===== config.mk =====
export PLATFORM = sky130hd
export DESIGN_NAME = sht40_i2c_responder
export DESIGN_NICKNAME = d
export VERILOG_FILES = /design/src/rtl/sht40_i2c_responder.sv
export SDC_FILE = /design/constraint.sdc
export NUM_CORES = 1
export LEC_CHECK = 0
export BUFFER_PORTS_ARGS = -buffer_cell sky130_fd_sc_hd__buf_2
export CORE_ASPECT_RATIO = 1.2
export CORE_MARGIN = 4
export CORE_UTILIZATION = 41
export CTS_BUF_LIST = sky130_fd_sc_hd__clkbuf_8
export DETAILED_ROUTE_END_ITERATION = 8
export PLACE_DENSITY = 0.56
export SYNTH_ARGS = -nofsm -noshare
export SYNTH_HDL_FRONTEND = slang
export SYNTH_SLANG_ARGS = --single-unit
export TNS_END_PERCENT = 50

===== constraint.sdc =====
create_clock -name clk -period 2.4 [get_ports clk]
set_input_delay 0.24 -clock clk [delete_from_list [all_inputs] [get_ports clk]]
set_output_delay 0.24 -clock clk [all_outputs]
set_load 0.05 [all_outputs]

===== src/rtl/sht40_i2c_responder.sv =====
// I2C responder that emulates an SHT40 sensor. It accepts a measurement command, waits out a
// programmable conversion delay, then returns T_msb, T_lsb, CRC, RH_msb, RH_lsb, CRC on a read.
module sht40_i2c_responder #(
  parameter logic [6:0]  DEV_ADDR    = 7'h44,
  parameter logic [7:0]  MEAS_CMD    = 8'hFD,
  parameter logic [15:0] MEAS_CYCLES = 16'd1000
) (
  input  logic        clk,
  input  logic        rst,
  input  logic        scl_in,
  input  logic        sda_in,
  output logic        sda_oe,
  input  logic [15:0] temp_value,
  input  logic [15:0] rh_value,
  output logic        cmd_valid,
  output logic [7:0]  cmd_byte,
  output logic        data_ready,
  output logic        busy
);

  typedef enum logic [3:0] {IDLE, ADDR, W_ACK, CMD, C_ACK, R_ACK, TX, M_ACK, IGNORE} state_t;

  state_t      state;
  logic [2:0]  scl_sr, sda_sr;
  logic        scl_s, scl_h, sda_s, sda_h;
  logic        scl_rise, scl_fall, start_det, stop_det;
  logic [6:0]  shift_reg;
  logic [7:0]  rx_byte;
  logic [3:0]  bit_cnt;
  logic        ack_drv;
  logic        armed;
  logic [2:0]  tx_idx;
  logic [7:0]  tx_byte;
  logic [15:0] meas_cnt, t_word, rh_word;
  logic [7:0]  crc_t, crc_rh;

  function automatic logic [7:0] crc8(input logic [15:0] d);
    logic [7:0] c;
    c = 8'hFF;
    for (int i = 15; i >= 0; i--) begin
      if (c[7] ^ d[i]) c = {c[6:0], 1'b0} ^ 8'h31;
      else             c = {c[6:0], 1'b0};
    end
    return c;
  endfunction

  assign scl_s     = scl_sr[1];
  assign scl_h     = scl_sr[2];
  assign sda_s     = sda_sr[1];
  assign sda_h     = sda_sr[2];
  assign scl_rise  = scl_s & ~scl_h;
  assign scl_fall  = ~scl_s & scl_h;
  assign start_det = scl_s & scl_h & sda_h & ~sda_s;
  assign stop_det  = scl_s & scl_h & ~sda_h & sda_s;
  assign rx_byte   = {shift_reg, sda_s};

  always_comb begin
    tx_byte = 8'h00;
    case (tx_idx)
      3'd0:    tx_byte = t_word[15:8];
      3'd1:    tx_byte = t_word[7:0];
      3'd2:    tx_byte = crc_t;
      3'd3:    tx_byte = rh_word[15:8];
      3'd4:    tx_byte = rh_word[7:0];
      3'd5:    tx_byte = crc_rh;
      default: tx_byte = 8'h00;
    endcase
  end

  always_ff @(posedge clk) begin
    if (rst) begin
      state      <= IDLE;
      scl_sr     <= 3'b111;
      sda_sr     <= 3'b111;
      shift_reg  <= '0;
      bit_cnt    <= '0;
      ack_drv    <= 1'b0;
      armed      <= 1'b0;
      tx_idx     <= '0;
      sda_oe     <= 1'b0;
      cmd_valid  <= 1'b0;
      cmd_byte   <= '0;
      data_ready <= 1'b0;
      busy       <= 1'b0;
      meas_cnt   <= '0;
      t_word     <= '0;
      rh_word    <= '0;
      crc_t      <= '0;
      crc_rh     <= '0;
    end else begin
      scl_sr    <= {scl_sr[1:0], scl_in};
      sda_sr    <= {sda_sr[1:0], sda_in};
      cmd_valid <= 1'b0;

      // CRCs are computed in the same cycle as the latch, so data_ready never precedes them
      if (busy) begin
        if (meas_cnt == MEAS_CYCLES - 16'd1) begin
          busy       <= 1'b0;
          data_ready <= 1'b1;
          t_word     <= temp_value;
          rh_word    <= rh_value;
          crc_t      <= crc8(temp_value);
          crc_rh     <= crc8(rh_value);
        end else begin
          meas_cnt <= meas_cnt + 16'd1;
        end
      end

      if (stop_det) begin
        state   <= IDLE;
        sda_oe  <= 1'b0;
        ack_drv <= 1'b0;
        if (armed) begin
          armed      <= 1'b0;
          busy       <= 1'b1;
          data_ready <= 1'b0;
          meas_cnt   <= '0;
        end
      end else if (start_det) begin
        state   <= ADDR;
        bit_cnt <= '0;
        sda_oe  <= 1'b0;
        ack_drv <= 1'b0;
      end else begin
        case (state)
          ADDR: if (scl_rise) begin
            shift_reg <= rx_byte[6:0];
            bit_cnt   <= bit_cnt + 4'd1;
            if (bit_cnt == 4'd7) begin
              tx_idx <= '0;
              if (rx_byte[7:1] == DEV_ADDR && !rx_byte[0])                    state <= W_ACK;
              else if (rx_byte[7:1] == DEV_ADDR && rx_byte[0] && data_ready)  state <= R_ACK;
              else                                                            state <= IGNORE;
            end
          end
          CMD: if (scl_rise) begin
            shift_reg <= rx_byte[6:0];
            bit_cnt   <= bit_cnt + 4'd1;
            if (bit_cnt == 4'd7) begin
              cmd_byte  <= rx_byte;
              cmd_valid <= 1'b1;
              if (rx_byte == MEAS_CMD && !busy) armed <= 1'b1;
              state <= C_ACK;
            end
          end
          W_ACK, C_ACK, R_ACK: if (scl_fall) begin
            if (!ack_drv) begin
              sda_oe  <= 1'b1;
              ack_drv <= 1'b1;
            end else begin
              ack_drv <= 1'b0;
              bit_cnt <= '0;
              sda_oe  <= 1'b0;
              if (state == W_ACK) state <= CMD;
              else if (state == C_ACK) state <= IGNORE;
              else begin
                // ACK release and the first data bit share this falling edge
                state   <= TX;
                sda_oe  <= ~tx_byte[7];
                bit_cnt <= 4'd1;
              end
            end
          end
          TX: if (scl_fall) begin
            if (bit_cnt == 4'd8) begin
              sda_oe <= 1'b0;
              state  <= M_ACK;
            end else begin
              sda_oe  <= ~tx_byte[3'd7 - bit_cnt[2:0]];
              bit_cnt <= bit_cnt + 4'd1;
            end
          end
          M_ACK: if (scl_rise) begin
            if (tx_idx == 3'd5) data_ready <= 1'b0;
            if (!sda_s) begin
              tx_idx  <= (tx_idx == 3'd5) ? 3'd0 : tx_idx + 3'd1;
              bit_cnt <= '0;
              state   <= TX;
            end else begin
              state <= IGNORE;
            end
          end
          default: ;
        endcase
      end
    end
  end

endmodule


Yosys cells after proc, flatten, opt, wreduce, memory -nomap -nowiden --
Cells that the tools add are included.
Operators by class: bitwise gates (word level) 77, reductions and logical operators 27, equality and inequality tests 39, $lt $le $gt $ge 1, add/subtract/negate cells 4, multiplexer cells 183
Operator list (number):
- $mux W8 | 90
- $mux W6 | 32
- $not A3 Y3 | 30
- $mux W4 | 22
- $mux W16 | 4
- $pmux W8 S6 | 1
- $ne A3 B3 Y1 const B | 11
- $xor A1 B1 Y1 | 30
- $mux W1 | 24
- $eq A4 B3 Y1 const B | 5
- $ne A2 B2 Y1 const B | 10
- $pmux W4 S5 | 1
- $reduce_and A10 Y1 | 2
- $add A16 B1 Y16 const B | 1
- $eq A16 B10 Y1 const B | 1
- $pmux W4 S4 | 1
- $mux W3 | 5
- $not A1 Y1 | 10
- $reduce_and A5 Y1 | 2
- $reduce_bool A5 Y1 | 2
- $reduce_and A9 Y1 | 1
- $eq A4 B2 Y1 const B | 2
- $eq A8 B8 Y1 const B | 1
- $and A1 B1 Y1 | 7
- other kinds (26) | 36
Word-level totals: logic and storage cells 350, output and inout bits 12, input port bits 36, flip-flop bits (word level) 102

Logic depth before layout (Yosys ltp) --
word-level depth 76, gate-level depth with buffers 11, mapped depth without buffers 8

Worst setup path before layout --
OpenSTA, ideal clock, no wires.
path kind register -> register, start register tx_idx[2], end register sda_oe, setup time 60 ps, cell stages (with the launch flop) 10, data arrival time 2167 ps, required time 2340 ps, clock period less this slack 2226 ps, path buffers 2, path slack 174 ps, path through dfxtp_1 clkbuf_1 inv_1 ha_1 clkbuf_1 a221oi_1 o21ai_0 o221a_2 a311oi_1 o311a_1
Between the ends: longest elaborated chain between the ends 8, elaborated cells on any way between the ends 18, those cells by class eq/ne (5); mux (10); bitwise (2); reduce/logical (1)
Ends and longest elaborated chain:
- start, declared | line 32 | logic [2:0] tx_idx;
- start signal, assigned | line 176 | tx_idx <= (tx_idx == 3'd5) ? 3'd0 : tx_idx + 3'd1;
- $eq A3 B3 Y1 (tied with other cells) | line 59 | case (tx_idx)
- $pmux W8 S6 * | line 59
- $bmux W1 S3 or $not A1 Y1 (tied branches) | line 169, 159
- $mux W1 (on tied branches) | line 169, 155
- $not A1 Y1 or $mux W1 (tied branches) | line 169, 154
- $mux W1 (on tied branches) | line 165, 147
- $mux W1 (on tied branches) | line 164, 146
- $pmux W1 S2 * | line 125 | case (state)
- end signal, assigned | line 159 | sda_oe <= ~tx_byte[7];
- end signal, assigned | line 169 | sda_oe <= ~tx_byte[3'd7 - bit_cnt[2:0]];
- end, declared | line 12 | output logic sda_oe,
Every way passes the cells marked *; elsewhere a longest branch is shown, timed or not. The select of a mux whose other input is x is not followed. A chain may end at the register's enable or synchronous reset.

Worst setup path in the final report --
start register scl_sr[2], end register bit_cnt[3]
Between the ends: longest elaborated chain between the ends 5, elaborated cells on any way between the ends 19, those cells by class eq/ne (7); mux (1); bitwise (9); reduce/logical (2)
Ends and longest elaborated chain:
- start, declared | line 24 | logic [2:0] scl_sr, sda_sr;
- start signal, assigned | line 91 | scl_sr <= {scl_sr[1:0], scl_in};
- $and A1 B1 Y1 | line 53, 54
- $and A1 B1 Y1 (on tied branches) (2 in series) | line 53, 54
- $ne A3 B3 Y1 (no line) (tied with other cells)
- $reduce_and A9 Y1 (no line)
- end signal, assigned | line 128 | bit_cnt <= bit_cnt + 4'd1;
- end signal, assigned | line 138 | bit_cnt <= bit_cnt + 4'd1;
- end signal, assigned | line 170 | bit_cnt <= bit_cnt + 4'd1;
- end, declared | line 29 | logic [3:0] bit_cnt;
Parallel ways exist; a longest one is shown, timed or not.

==> summary.txt <==
CP cell instances = nor2b_1, a22oi_1, o41ai_1, nand2_1, or4_1, a21oi_1
Vias per std cell = 5.28
CTS tree = yes
Pwr per Cell Area = 564 nW/um2
Core footprint = 12700 um2
Period Utilization, post-route = 91.2%
Outcome = finished, final reports clean
Synth Cell Area = 5360 um2
Crit start category = flip-flop
Avg Synthesized Cell Area = 8.39 um2
Commonest non-fill, non-tap cell in the layout = dfxtp_1
Yosys Warn Count = 0
Reg area = 2040 um2
DP Cell Count = 838
Root Driver = clkbuf_8
Worst relative slew slack = 51.6%
DRC = 0
Wirelength, routed = 13.0 mm
Synthesized Nets = 679
Multi-input gate area = 3140 um2
Max-slew violation count = 0
Proportion of layout cells with a drive suffix above 1 = 15.2%
Synthesis-to-finish area growth = 13.1%
Clock latency at the later pin of the worst-skew pair = 0.38 ns
Drt pass-1 iters = 5
Leakage = 2.20 nW
Required time of the critical path = 2.71 ns
Net count, final = 725
Clock-pin slew on the worst setup and hold paths = 0.10 ns
Fin cells = 854
CP peak stage delay = 0.54 ns
Vias in the first global route = 4430
Slowest stage cell, crit path = or4_1
Worst Path Max Fanout = 8
Total GRT Usage = 17.9%
I/O pins = 48
Fin Clk Skew = 0.0129 ns
Hold slack = 0.0464 ns
Met2 Usage GRT = 29.0%
Num Clock Sinks = 102
DR WL/cell = 15.3 um
Initial antenna violation count = 0
Hold crit path type = primary input to flip-flop
Die Ht = 133 um
Hold buffer count at CTS = 0
Final Hold Fails = 0
Finish-stage setup viols = 0
EDFF count, synth = 0
Gate Count Post-Synth = 639
Post-synth ARST share = 0%
Vias = 4512
Sequential area share after synthesis = 38.1%
Setup TNS Final = 0 ns
Slew @ Worst Pin = 0.722 ns
Peak supply drop = 0.317 mV
Initial cell density of the core = 42.1%
Most frequent cells in the layout = dfxtp_1 (102), nand2_1 (100), nor2_1 (64)
Max-cap violations = 0
Final GP Congestion = 0.899
Crit Path Class = flip-flop to flip-flop
Gr busiest metal = met2
Initial DRC count = 261
Fill count = 1307
IO Port Bufs = 47
Clock tree buffer depth = 2
Setup Buffers After CTS = 0
Largest net degree at the start of global routing = 73
R2R Setup Slk = 0.21 ns
H-tree depth = 3
Worst path buffer plus inverter count = 0
Worst EP arrival = 2.50 ns
Overflow after GRT = 0
First-pass GRT wire length = 22.0 mm
GRT met3 Usage = 2.86%
Top FF cell, synth = dfxtp_1
CTS resizes = 0
RSZ-0062 raised after global routing = false
Row Count = 45
Crit path max-delay family = simple AND/OR/NAND/NOR gates
Num CTS Buffers = 9
Top flop regs = meas_cnt (16), rh_word (16), t_word (16)
Min Clock Period, post-route = 2.19 ns
Die area = 15000 um2
Fmax = 457 MHz
M1 GR Usage = 24.0%
# diodes = 0
Synth cell types = 61
Dpl hpwl = 9.80 mm
Seq cells post-synth = 102
Critical Path Sink Type = flip-flop
Die Wd = 112 um
Final antenna-violating net count = 0
==> cells by family after synthesis <==
| group | count (synthesis) | synth area share (%) |
|---|---|---|
| adder cells (fa/ha/maj) | 5 | 1.12 |
| XOR/XNOR | 79 | 15.8 |
| buffers and inverters | 51 | 3.60 |
| multiplexers | 28 | 5.25 |
| AND/OR/NAND/NOR | 250 | 21.9 |
| flip-flops | 102 | 38.1 |
| AO/OA/AOI/OAI | 124 | 14.3 |
==> metal layers <==
metal / up-vias / wire length [um]
met1: 2115 / 6070
met3: 24 / 513
li1: 2285 / -
met2: 88 / 6160
met4: 0 / 278
met5: - / 0
==> final cells by class <==
type                            instances  area share [%]
Multi-Input combinational cell        486            51.8
Sequential cell                       102            33.7
Timing Repair Buffer                   72            7.39
Tap cell                              164            3.39
Clock buffer                            9            2.04
Inverter                               14           0.867
Clock inverter                          7           0.826
==> final timing paths <==
path / from / end / cells past startpoint
worst max register to register: scl_sr[2] / bit_cnt[3] / 6
worst min register to register: scl_sr[0] / scl_sr[1] / 1
worst min-delay path: scl_in / scl_sr[0] / 2
worst max-delay path: scl_sr[2] / bit_cnt[3] / 6
==> stage by stage <==
step | setup slack [ns] | cell area [um2] | power [mW] | util, %
2_1_floorplan | 0.174 | 5360 | 2.28 | -
5_1_grt | 0.0530 | 6060 | 3.58 | 47.6
6_report | 0.211 | 6060 | 3.42 | 47.6
3_3_place_gp | 0.350 | 5880 | 2.45 | 46.2
3_5_place_dp | 0.255 | 5880 | 2.45 | 46.2
4_1_cts | 0.241 | 6060 | 3.45 | 47.6
==> report_power, final <==
group          switching (mW)  internal [mW]
sequential             0.0102           1.70
combinational           0.365          0.335
clock                   0.626          0.381
==> cell usage after synthesis, types with 2 or more instances <==
master      n  share of area (%)
ha_1        4               0.93
a22oi_1     5               0.70
nor2_1     64                4.5
a31oi_1     4               0.47
xnor3_1     7                2.9
xnor2_2     3               0.91
nand3_1    13                1.2
nand2b_1    4               0.47
a22o_1      2               0.33
or4_1       3               0.42
nor3b_1     2               0.28
nor4_1      3               0.35
a311oi_1    2               0.33
o211ai_1    2               0.28
mux2i_1    27                5.0
nand2_1   100                7.0
o22ai_1     2               0.23
a21oi_1    60                5.6
nand3b_1    3               0.42
nand4_1     4               0.47
clkbuf_1   35                2.5
xnor2_1    42                6.9
and3_1     12                1.4
or2_2       6               0.70
and3b_1     3               0.49
nor2b_1     9                1.1
or3_1       2               0.23
and2_1      2               0.23
xor2_1     25                4.1
o21ai_0    17                1.6
inv_1      14               0.98
a221oi_1    4               0.65
nand4b_1    2               0.33
dfxtp_1   102                 38
o221a_2     2               0.42
nor3_1     10               0.93
nor4b_1     3               0.49
a211oi_1   12                1.7
(Power assumes the default switching activity.)
